<file path="config.mk">
export PLATFORM = sky130hd
export DESIGN_NAME = regfile_shadow
export DESIGN_NICKNAME = d
export VERILOG_FILES = /design/src/rtl/regfile_pkg.sv /design/src/rtl/regfile_xfer_ctrl.sv /design/src/rtl/regfile_shadow.sv
export SDC_FILE = /design/constraint.sdc
export NUM_CORES = 1
export LEC_CHECK = 0
export BUFFER_PORTS_ARGS = -buffer_cell sky130_fd_sc_hd__clkbuf_2
export CAP_MARGIN = 0
export CORE_MARGIN = 2
export CORE_UTILIZATION = 40
export CTS_BUF_LIST = sky130_fd_sc_hd__clkbuf_4 sky130_fd_sc_hd__clkbuf_8
export CTS_CLUSTER_SIZE = 25
export DETAILED_ROUTE_END_ITERATION = 10
export PLACE_DENSITY_LB_ADDON = 0.1
export RECOVER_POWER = 100
export SLEW_MARGIN = 20
export SYNTH_ARGS = -nofsm -noshare
export SYNTH_HDL_FRONTEND = slang
export SYNTH_SLANG_ARGS = --single-unit
export TNS_END_PERCENT = 1
</file>
<file path="constraint.sdc">
create_clock -name clk -period 3 [get_ports clk]
set_input_delay 0.75 -clock clk [delete_from_list [all_inputs] [get_ports clk]]
set_output_delay 0.75 -clock clk [all_outputs]
set_load 0.1 [all_outputs]
</file>
<file path="src/rtl/regfile_pkg.sv">
// Shared types and defaults for the shadowed register file.
package regfile_pkg;

  localparam int DEF_DATA_W = 8;
  localparam int DEF_ADDR_W = 2;

  // Transfer controller states; values are fixed so debug dumps stay stable.
  typedef enum logic [1:0] {
    ST_IDLE    = 2'd0,
    ST_SAVE    = 2'd1,
    ST_RESTORE = 2'd2
  } state_t;

  // Number of registers addressed by an address of the given width.
  function automatic int num_regs(input int addr_w);
    return 1 << addr_w;
  endfunction

endpackage

</file>
<file path="src/rtl/regfile_xfer_ctrl.sv">
// Save/restore sequencer: walks idx over every register once per transfer,
// blocks writes while a transfer runs and pulses done when it finishes.
module regfile_xfer_ctrl
  import regfile_pkg::*;
#(
  parameter int ADDR_W = DEF_ADDR_W
) (
  input  logic              clk,
  input  logic              reset,
  input  logic              save_req,
  input  logic              restore_req,
  output logic              busy,
  output logic              done,
  output logic              wr_ready,
  output logic              save_en,
  output logic              restore_en,
  output logic [ADDR_W-1:0] idx,
  output state_t            state
);

  localparam logic [ADDR_W-1:0] LAST_IDX = {ADDR_W{1'b1}};

  state_t            state_next;
  logic [ADDR_W-1:0] idx_next;
  logic              done_next;

  // State, index and done pulse registers; reset aborts any transfer silently.
  always_ff @(posedge clk or negedge reset) begin
    if (!reset) begin
      state <= ST_IDLE;
      idx   <= '0;
      done  <= 1'b0;
    end else begin
      state <= state_next;
      idx   <= idx_next;
      done  <= done_next;
    end
  end

  // Next-state logic: save beats restore when both arrive together in IDLE.
  always_comb begin
    state_next = state;
    idx_next   = idx;
    done_next  = 1'b0;
    case (state)
      ST_IDLE: begin
        if (save_req) begin
          state_next = ST_SAVE;
          idx_next   = '0;
        end else if (restore_req) begin
          state_next = ST_RESTORE;
          idx_next   = '0;
        end
      end
      ST_SAVE, ST_RESTORE: begin
        idx_next = idx + {{(ADDR_W-1){1'b0}}, 1'b1};
        if (idx == LAST_IDX) begin
          state_next = ST_IDLE;
          done_next  = 1'b1;
        end
      end
      default: begin
        state_next = ST_IDLE;
        idx_next   = '0;
      end
    endcase
  end

  assign busy       = (state != ST_IDLE);
  assign wr_ready   = ~busy;
  assign save_en    = (state == ST_SAVE);
  assign restore_en = (state == ST_RESTORE);

endmodule

</file>
<file path="src/rtl/regfile_shadow.sv">
// Register file with two combinational read ports, one write port and a
// shadow bank copied to/from the live bank one register per cycle.
module regfile_shadow
  import regfile_pkg::*;
#(
  parameter int DATA_W    = DEF_DATA_W,
  parameter int ADDR_W    = DEF_ADDR_W,
  parameter int BYPASS    = 1,
  parameter int ZERO_REG0 = 0
) (
  input  logic              clk,
  input  logic              reset,
  input  logic [ADDR_W-1:0] rd_addr1,
  output logic [DATA_W-1:0] rd_data1,
  input  logic [ADDR_W-1:0] rd_addr2,
  output logic [DATA_W-1:0] rd_data2,
  input  logic              wr_en,
  input  logic [ADDR_W-1:0] wr_addr,
  input  logic [DATA_W-1:0] wr_data,
  output logic              wr_ready,
  input  logic              save_req,
  input  logic              restore_req,
  output logic              busy,
  output logic              done
);

  localparam int NUM_REGS = num_regs(ADDR_W);

  logic [DATA_W-1:0] live   [NUM_REGS];
  logic [DATA_W-1:0] shadow [NUM_REGS];

  logic              save_en;
  logic              restore_en;
  logic [ADDR_W-1:0] idx;
  state_t            dbg_state_unused;
  logic              wr_fire;

  // Handshake: a write is taken on a rising edge only when wr_en and wr_ready
  // are both high; the requester keeps wr_en and wr_addr/wr_data stable until then.
  assign wr_fire = wr_en & wr_ready;

  regfile_xfer_ctrl #(
    .ADDR_W (ADDR_W)
  ) u_xfer (
    .clk         (clk),
    .reset       (reset),
    .save_req    (save_req),
    .restore_req (restore_req),
    .busy        (busy),
    .done        (done),
    .wr_ready    (wr_ready),
    .save_en     (save_en),
    .restore_en  (restore_en),
    .idx         (idx),
    .state       (dbg_state_unused)
  );

  // Bank updates; writes and restores never coincide because writes stall while busy.
  always_ff @(posedge clk or negedge reset) begin
    if (!reset) begin
      for (int i = 0; i < NUM_REGS; i++) begin
        live[i]   <= '0;
        shadow[i] <= '0;
      end
    end else begin
      if (save_en) begin
        shadow[idx] <= live[idx];
      end
      if (restore_en && !((ZERO_REG0 != 0) && (idx == '0))) begin
        live[idx] <= shadow[idx];
      end
      if (wr_fire && !((ZERO_REG0 != 0) && (wr_addr == '0))) begin
        live[wr_addr] <= wr_data;
      end
    end
  end

  // Read port 1: hard zero wins over bypass, bypass wins over stored data.
  always_comb begin
    rd_data1 = live[rd_addr1];
    if ((BYPASS != 0) && wr_fire && (wr_addr == rd_addr1)) begin
      rd_data1 = wr_data;
    end
    if ((ZERO_REG0 != 0) && (rd_addr1 == '0)) begin
      rd_data1 = '0;
    end
  end

  // Read port 2: same priority as port 1.
  always_comb begin
    rd_data2 = live[rd_addr2];
    if ((BYPASS != 0) && wr_fire && (wr_addr == rd_addr2)) begin
      rd_data2 = wr_data;
    end
    if ((ZERO_REG0 != 0) && (rd_addr2 == '0)) begin
      rd_data2 = '0;
    end
  end

endmodule

</file>
# Word level (Yosys, flattened, before mapping)
# Cells that the tools add are included.
# word_totals
latchBits	0
mem_bits_ro	0
out_inout_bits	19
ram_bits	0
ff_bits	69
memories	0
# op_classes
n_reduce_logical	8
n_addsub	1
magnitude_cmp	6
bitwise	6
shift	0
div	0
mux	32
eq_ne	7
n_mul	0
# ops
cell	n
32-bit bitwise mux	3
8-bit two-way mux	12
8-bit binary-select mux with 2-bit select	4
32-bit two-way mux	2
8-bit demux with 2-bit select	2
3-bit greater-or-equal comparator, second input constant	4
2-bit NOT with 3-bit output	4
2-bit two-way mux	5
2-bit one-hot mux with 2 select lines	2
3-bit by 1-bit < comparator with 1-bit output, second input constant	2
2-bit == test	2
2-bit == test, second input constant	2
1-bit logical AND	4
3-bit != test, second input constant	1
2-bit by 1-bit adder with 2-bit output, second input constant	1
2-bit by 1-bit == test with 1-bit output, second input constant	1
2-bit logical NOT	1
1-bit two-way mux	2
2-bit by 1-bit != test with 1-bit output, second input constant	1
2-bit AND reduction	1
2-bit nonzero test	1
2-bit OR reduction	1
1-bit AND	1
1-bit NOT	1

# Depth between registers and ports, before layout
# Gate-level depths: netlist (run 1).
# depth
depth_word	9
mapped_depth	8

# By module
# A second synthesis (run 1) with hierarchy kept.
# hier_totals
hier_cells	287
hier_area_um2	3709.8
# by_module_without_submodules
mod	cells_per_inst	seq_area_each_um2	area_per_inst_um2	instances
regfile_shadow	258	1601.5	3397.0	1
regfile_xfer_ctrl	29	125.1	312.8	1

# Least setup slack after synthesis (run 1)
# No wires, ideal clock.
# synth_path
path_type	flip-flop to output port
startpoint	register u_xfer.state[0]
endpoint	output port rd_data1[0]
stages_incl_launch_ff	7
t_required_ns	2.250
t_arrival_ns	2.632
slack_ns	-0.382
cell_sequence	dfrtp_1 inv_1 ha_1 buf_2 nand2_1 nor3_4 mux2_2
# synth_between
elab_chain_len	5
# synth_lines
element	line_no	source
from (decl)	regfile_xfer_ctrl.sv:18	output state_t state
from (signal assigned)	regfile_xfer_ctrl.sv:34	state <= state_next;
2-bit nonzero test	regfile_xfer_ctrl.sv:69	assign busy = (state != ST_IDLE);
1-bit NOT	regfile_xfer_ctrl.sv:70	assign wr_ready = ~busy;
via wr_ready	regfile_shadow.sv:20	output logic wr_ready,
1-bit AND	regfile_shadow.sv:40	assign wr_fire = wr_en & wr_ready;
1-bit logical AND	regfile_shadow.sv:81	if ((BYPASS != 0) && wr_fire && (wr_addr == rd_addr1)) begin
8-bit two-way mux	regfile_shadow.sv:81	
to (decl)	regfile_shadow.sv:14	output logic [DATA_W-1:0] rd_data1,
# The timed path passes the listed nets, and every way through them passes these cells.

# Final worst setup path (run 1)
# layout_path
startpoint	input port rd_addr2[0]
endpoint	output port rd_data2[0]
# layout_between
elab_chain_len	5
# layout_lines
element	line_no	source
from (decl)	regfile_shadow.sv:15	input logic [ADDR_W-1:0] rd_addr2,
2-bit NOT with 3-bit output (implied by the code)	regfile_shadow.sv:91	rd_data2 = live[rd_addr2];
8-bit binary-select mux with 2-bit select	regfile_shadow.sv:91	
8-bit two-way mux (implied by the code) (2 in series)	regfile_shadow.sv:91	
8-bit two-way mux (*)	regfile_shadow.sv:92	if ((BYPASS != 0) && wr_fire && (wr_addr == rd_addr2)) begin
to (decl)	regfile_shadow.sv:16	output logic [DATA_W-1:0] rd_data2,
# Every way passes the cells marked *; elsewhere a longest branch is shown, timed or not. The select of a mux whose other input is x is not followed.

==> impl_metrics.py, run 1 <==
metrics = {
    "critical_path": {
        "crit_path_start_kind": "input pin",
        "crit_fanout": 6,
        "worstSetupPathType": "input pin to output port",
        "arrival_ns": 2.17,
        "end_kind": "output port",
        "cp.required_ns": 2.25,
    },
    "yosys": {
        "avgSynthCellArea_um2": 11.7,
        "synth_most_common_cell": "nand2_1",
        "netlist.area_leader.share_pct": 42.8,
        "ys_warn_count": 0,
        "ys.flop_type": "dfrtp_1",
        "netlist_area_um2": 4040,
        "ys_top_cells_by_count": "nand2_1 (77), dfrtp_1 (69), mux2_2 (48)",
        "synthArstFlopShare_pct": 100,
        "synthTopCellsByArea": "dfrtp_1 (43%), mux2_2 (13%), mux4_2 (13%)",
        "synth_cells": 346,
        "synth.distinct_cells": 28,
        "synth_nets": 372,
        "synth_area_leader_cell": "dfrtp_1",
        "seq_area_frac_synth_pct": 42.8,
        "synth-edff-count": 0,
        "synth_seq_cells": 69,
    },
    "floorplan": {
        "dieArea_um2": 10900,
        "coreArea_um2": 9770,
        "rows": 36,
        "die_h_um": 104,
        "initial_core_util_pct": 41.3,
        "io_pins": 38,
        "die_w_um": 104,
    },
    "min_path": {
        "hp-class": "register to register",
    },
    "cts": {
        "clock_sinks": 69,
        "clockRootBuffer": "clkbuf_8",
        "h-tree-depth": 3,
        "cts_tree": "done",
        "cts_made_buffers": 9,
        "cts.clk_slew.worst_paths_ns": 0.08,
        "clk_path_buf_depth": 2,
        "postCtsSetupBuffers": 0,
        "clkLatencyLatePin_ns": 0.35,
    },
    "cells_and_area": {
        "nets": 416,
        "stdcell_count": 528,
        "final_util_pct": 49.3,
        "drive_gt1_share_pct": 35.2,
        "design_area_um2": 4820,
        "area_delta_synth_final_pct": 19.5,
        "num_antenna_cells": 0,
    },
    "grt": {
        "gr-usage-met1_pct": 28.0,
        "grt_overflow": 0,
        "met2_usage_pct": 32.7,
        "grt_pass1_vias": 3059,
        "grt_pass1_wl_mm": 16.8,
        "grtUsageMet3_pct": 3.13,
        "grt_usage_pct": 20.3,
        "grt_max_degree": 70,
        "antenna_found_initial": 0,
        "grt.busiest_layer": "met2",
    },
    "detailed_routing": {
        "via_per_inst": 5.62,
        "wl_per_cell_um": 19.8,
        "first_iter_violations": 167,
        "routed_wl_mm": 10.4,
        "num_vias": 2966,
        "dr.pass1.iters": 4,
        "ant_nets": 0,
        "drc_errors": 0,
    },
    "timing": {
        "skew_ns": 0.0120,
        "slew_headroom_pct": -16.4,
        "min_period_ns": 2.92,
        "finalSetupTns_ns": 0,
        "clock.fmax_ghz": 0.343,
        "tightest_slew_ns": 1.75,
        "fin_crit_sh_pct": 97.2,
        "rsz0062_at_grt": "no",
        "fin_ws_ns": 0.0838,
        "setup_viol": 0,
        "finalHoldViolCount": 0,
        "slew_violations": 70,
    },
    "power": {
        "leakage_uw": 0.00205,
        "peakVddDrop_mv": 0.475,
        "power_density_nw_per_um2": 1250,
    },
    "status": {
        "violations": "max-capacitance violations, max-slew violations",
        "status": "finished with violations",
    },
    "placed_design": {
        "placed_area_um2": 4670,
        "place_ws_ns": 0.103,
        "portBuffers": 37,
        "gp_congestion": 0.846,
        "dp_cells": 512,
        "dp_hpwl_mm": 7.31,
    },
    "flow_run": {
        "cap_violations": 1,
    },
}
## logic make-up (layout without fill, tap and decap cells)
kind of cell,Yosys count,in the layout,share of synthesized area (%)
AO/OA/AOI/OAI,38,38,5.83
XOR/XNOR,4,4,0.868
adder cells (fa/ha/maj),7,7,2.17
buffers and inverters,25,74,3.32
flip-flops,69,69,42.8
multiplexers,80,80,32.0
AND/OR/NAND/NOR,123,123,13.1
## sequential cells by signal, indices dropped and copies added, names as in the netlist
name and flops:
u_xfer.done 1, u_xfer.state 2, live 32, u_xfer.idx 2
shadow 32
## final timing paths
path / slack [ns] / to / cells past startpoint / from
max: 0.08 / rd_data2[0] / 6 / rd_addr2[0]
min: 0.50 / shadow[30]$_DFFE_PN0P_ / 1 / shadow[30]$_DFFE_PN0P_
max reg2reg: 0.53 / live[12]$_DFF_PN0_ / 5 / u_xfer.idx[1]$_DFFE_PN0P_
min reg2reg: 0.50 / shadow[30]$_DFFE_PN0P_ / 1 / shadow[30]$_DFFE_PN0P_
max in group asynchronous: 1.02 / live[13]$_DFF_PN0_ / 2 / reset
min in group asynchronous: 0.95 / u_xfer.state[1]$_DFFE_PN0P_ / 2 / reset
## stage by stage
step | total power [uW] | hold WS (ns)
after CTS | 6130 | 0.506
after detailed placement | 5360 | 0.486
after global routing | 6360 | 0.517
after global placement | 5320 | 0.479
after floorplan | 4250 | 0.454
final | 6040 | 0.502
## report_power, final
part | total [uW] | switching (uW) | internal, uW | leakage (uW)
Combinational | 3540 | 2070 | 1470 | 0.00113
Sequential | 1740 | 349 | 1390 | 0.000818
Clock | 765 | 379 | 386 | 0.0000996
Total | 6040 | 2790 | 3240 | 0.00205
## final cells by class
type / instances / area [um2]
well taps: 133 / 166
repair buffers: 53 / 531
multi-input cells: 252 / 2180
fillers: 918 / 4950
inverters: 5 / 18.8
clock buffers: 9 / 124
flip-flops and latches: 69 / 1730
clock inverters: 7 / 73.8
## per-layer routing
metal  vias up  share of wire, %
li1       1358                 -
met1      1504                45
met2        93                48
met3        11               6.0
met4         0               1.3
met5         -                 0
## layout by cell type (no fill, tap or decap), types with 8 or more instances in the layout
cell	n
nand2_1	77
nor2_1	32
clkbuf_8	9
mux4_2	24
mux4_1	8
dfrtp_1	69
buf_12	13
clkbuf_2	20
mux2_2	47
a31oi_1	32
buf_4	9
## timing repair
action,CTS,global route
hold buffers,0,0
setup endpoints to repair,0,6
gates resized for setup,0,0
## worst max-delay path: stages
cell and delay (ns):
clkbuf_2 0.20, xor2_1 0.22, nor3_2 0.29, buf_4 0.17
mux2_2 0.35, buf_8 0.18
Power figures use the tool's default switching activity.
==> run 2: changes to the inputs <==
--- a/config.mk
+++ b/config.mk
@@ -5,8 +5,10 @@
 export SDC_FILE = /design/constraint.sdc
 export NUM_CORES = 1
 export LEC_CHECK = 0
+export ABC_AREA = 1
 export BUFFER_PORTS_ARGS = -buffer_cell sky130_fd_sc_hd__clkbuf_2
 export CAP_MARGIN = 0
+export CORE_ASPECT_RATIO = 1.4
 export CORE_MARGIN = 2
 export CORE_UTILIZATION = 40
 export CTS_BUF_LIST = sky130_fd_sc_hd__clkbuf_4 sky130_fd_sc_hd__clkbuf_8
==> run 2 against run 1 <==
Compared with the run above: the flow still finishes with violations (max-capacitance violations, max-slew violations); global-route usage increased by 3.0 points; clock power is 14% higher; largest cell class unchanged; critical path type is now register to output port; critical path depth rose by 2; total power is 2.6% lower; count of clock-buffer cells in the layout up 3; die area is 9.7% higher; combinational power fell by 6.5%.
==> impl_metrics.py, run 2 <==
metrics = {
    "status": {
        "status": "finished with violations",
        "violations": "max-capacitance violations, max-slew violations",
    },
    "floorplan": {
        "coreArea_um2": 10800,
        "die_w_um": 93.1,
        "rows": 45,
        "dieArea_um2": 12000,
        "die_h_um": 129,
        "initial_core_util_pct": 41.1,
        "io_pins": 38,
    },
    "grt": {
        "grt_pass1_wl_mm": 21.5,
        "antenna_found_initial": 0,
        "grt_pass1_vias": 4084,
        "grt_usage_pct": 23.3,
        "grt_max_degree": 43,
        "grt_overflow": 0,
    },
    "critical_path": {
        "arrival_ns": 2.07,
        "cp.required_ns": 2.25,
        "crit_path_start_kind": "register",
        "r2r_cells": 7,
        "crit_fanout": 9,
        "r2r_end": "live[5]$_DFF_PN0_",
        "worstSetupPathType": "register to output port",
        "r2r_slack_ns": 0.49,
        "rr_startpoint": "u_xfer.idx[1]$_DFFE_PN0P_",
        "end_kind": "output port",
    },
    "flow_run": {
        "cap_violations": 1,
    },
    "placed_design": {
        "place_ws_ns": 0.329,
        "portBuffers": 37,
        "gp_congestion": 0.854,
        "dp_hpwl_mm": 9.76,
    },
    "cells_and_area": {
        "drive_gt1_share_pct": 11.1,
        "num_antenna_cells": 0,
        "final_util_pct": 47.4,
        "layout.cells.most_common": "nand2_1",
        "layout_common_cells": "nand2_1 (218), nor2_1 (82), nand3_1 (76), dfrtp_1 (69), inv_1 (56)",
        "nets": 723,
        "top_regs": "live: 32 flops, shadow: 32 flops",
        "area_delta_synth_final_pct": 15.2,
    },
    "yosys": {
        "synth_nets": 686,
        "netlist.area_leader.share_pct": 38.9,
        "synth_seq_cells": 69,
        "synth.distinct_cells": 24,
        "netlist_area_um2": 4440,
        "ys_warn_count": 0,
        "synth_most_common_cell": "nand2_1",
        "synthTopCellsByArea": "dfrtp_1 (39%), nand2_1 (19%), nand3_1 (8.6%)",
        "ys_top_cells_by_count": "nand2_1 (219), nor2_1 (81), nand3_1 (76)",
        "avgSynthCellArea_um2": 6.73,
        "synthArstFlopShare_pct": 100,
        "synth_area_leader_cell": "dfrtp_1",
        "ys.flop_type": "dfrtp_1",
        "synth-edff-count": 0,
        "synth_cells": 660,
        "seq_area_frac_synth_pct": 38.9,
    },
    "cts": {
        "postCtsSetupBuffers": 0,
        "clock_sinks": 69,
        "cts.clk_slew.worst_paths_ns": 0.07,
        "clockRootBuffer": "clkbuf_8",
        "clk_path_buf_depth": 2,
        "ctsHoldBuffers": 0,
        "cts_tree": "done",
        "clkLatencyLatePin_ns": 0.35,
        "h-tree-depth": 3,
        "cts_resized": 0,
        "cts_made_buffers": 9,
    },
    "power": {
        "p_total_uw": 5880,
        "peakVddDrop_mv": 0.392,
        "power_density_nw_per_um2": 1150,
        "leakage_uw": 0.00259,
    },
    "timing": {
        "clock.fmax_ghz": 0.354,
        "finalHoldViolCount": 0,
        "tightest_slew_ns": 2.25,
        "slew_violations": 43,
        "fin_ws_ns": 0.176,
        "fin_crit_sh_pct": 94.1,
        "min_period_ns": 2.82,
        "skew_ns": 0.00789,
        "setup_viol": 0,
        "slew_headroom_pct": -50.3,
        "rsz0062_at_grt": "no",
    },
    "min_path": {
        "holdPathEnd": "shadow[6]$_DFFE_PN0P_",
        "hp-start": "shadow[6]$_DFFE_PN0P_",
        "holdPathStages": 2,
        "hp-class": "register to register",
    },
    "detailed_routing": {
        "routed_wl_mm": 13.3,
        "wl_per_cell_um": 15.8,
        "via_per_inst": 5.21,
        "drc_errors": 0,
        "ant_nets": 0,
        "dr.pass1.iters": 5,
        "first_iter_violations": 410,
        "num_vias": 4388,
    },
}
[run 2: stage by stage]
| stage | std cells | area [um2] | hold slack, ns | setup TNS (ns) |
|---|---|---|---|---|
| after global placement | 827 | 5030 | 0.467 | 0 |
| after detailed placement | 827 | 5030 | 0.473 | 0 |
| after floorplan | 660 | 4450 | 0.453 | -0.540 |
| after CTS | 843 | 5260 | 0.492 | 0 |
| after global routing | 843 | 5120 | 0.504 | 0 |
| final | 843 | 5120 | 0.485 | 0 |
[run 2: how the worst max path moves through the flow]
stage	slack (ns)	to	from	depth (start not counted)
after global routing	0.04	rd_data1[7]	u_xfer.state[0]$_DFFE_PN0P_	8
after global placement	0.38	rd_data1[6]	wr_en	7
after detailed placement	0.33	rd_data1[5]	wr_en	7
final	0.18	rd_data1[5]	u_xfer.state[0]$_DFFE_PN0P_	8
after floorplan	-0.08	rd_data2[1]	u_xfer.state[0]$_DFFE_PN0P_	6
after CTS	0.15	rd_data1[5]	u_xfer.state[0]$_DFFE_PN0P_	8
[run 2: layout make-up]
type,instances,area [um2]
fill,1157,5690
multi-input combinational,501,2330
sequential,69,1730
timing repair buffer,56,428
inverter,60,225
tap,141,176
clock buffer,12,159
clock inverter,4,70.1
[run 2: where the power goes]
group	total (uW)	internal (uW)	switching [uW]
logic	3310	970	2340
registers	1700	1380	319
clock network	872	520	352
total	5880	2870	3010
[run 2: cell families after synthesis]
family	synth area share (%)
AO/OA/AOI/OAI	13.0
XOR/XNOR	1.10
adder cells (fa/ha/maj)	1.97
AND/OR/NAND/NOR	36.5
buffers and inverters	8.65
flip-flops	38.9
[run 2: per-layer routing]
layer	vias up	track usage (%)	part of all wire [%]
met3	19	3.86	4.8
met2	133	40.2	50
met1	2027	29.6	43
met4	0	7.87	2.2
met5	-	0	0
li1	2209	-	-
[run 2: critical path, stage by stage (launching register included)]
cell and delay, ns:
dfrtp_1 0.38, inv_1 0.07, ha_2 0.21, nand2_1 0.15, clkinv_1 0.27, nand3_2 0.25, nand2_1 0.08, nand2_1 0.08
buf_6 0.22
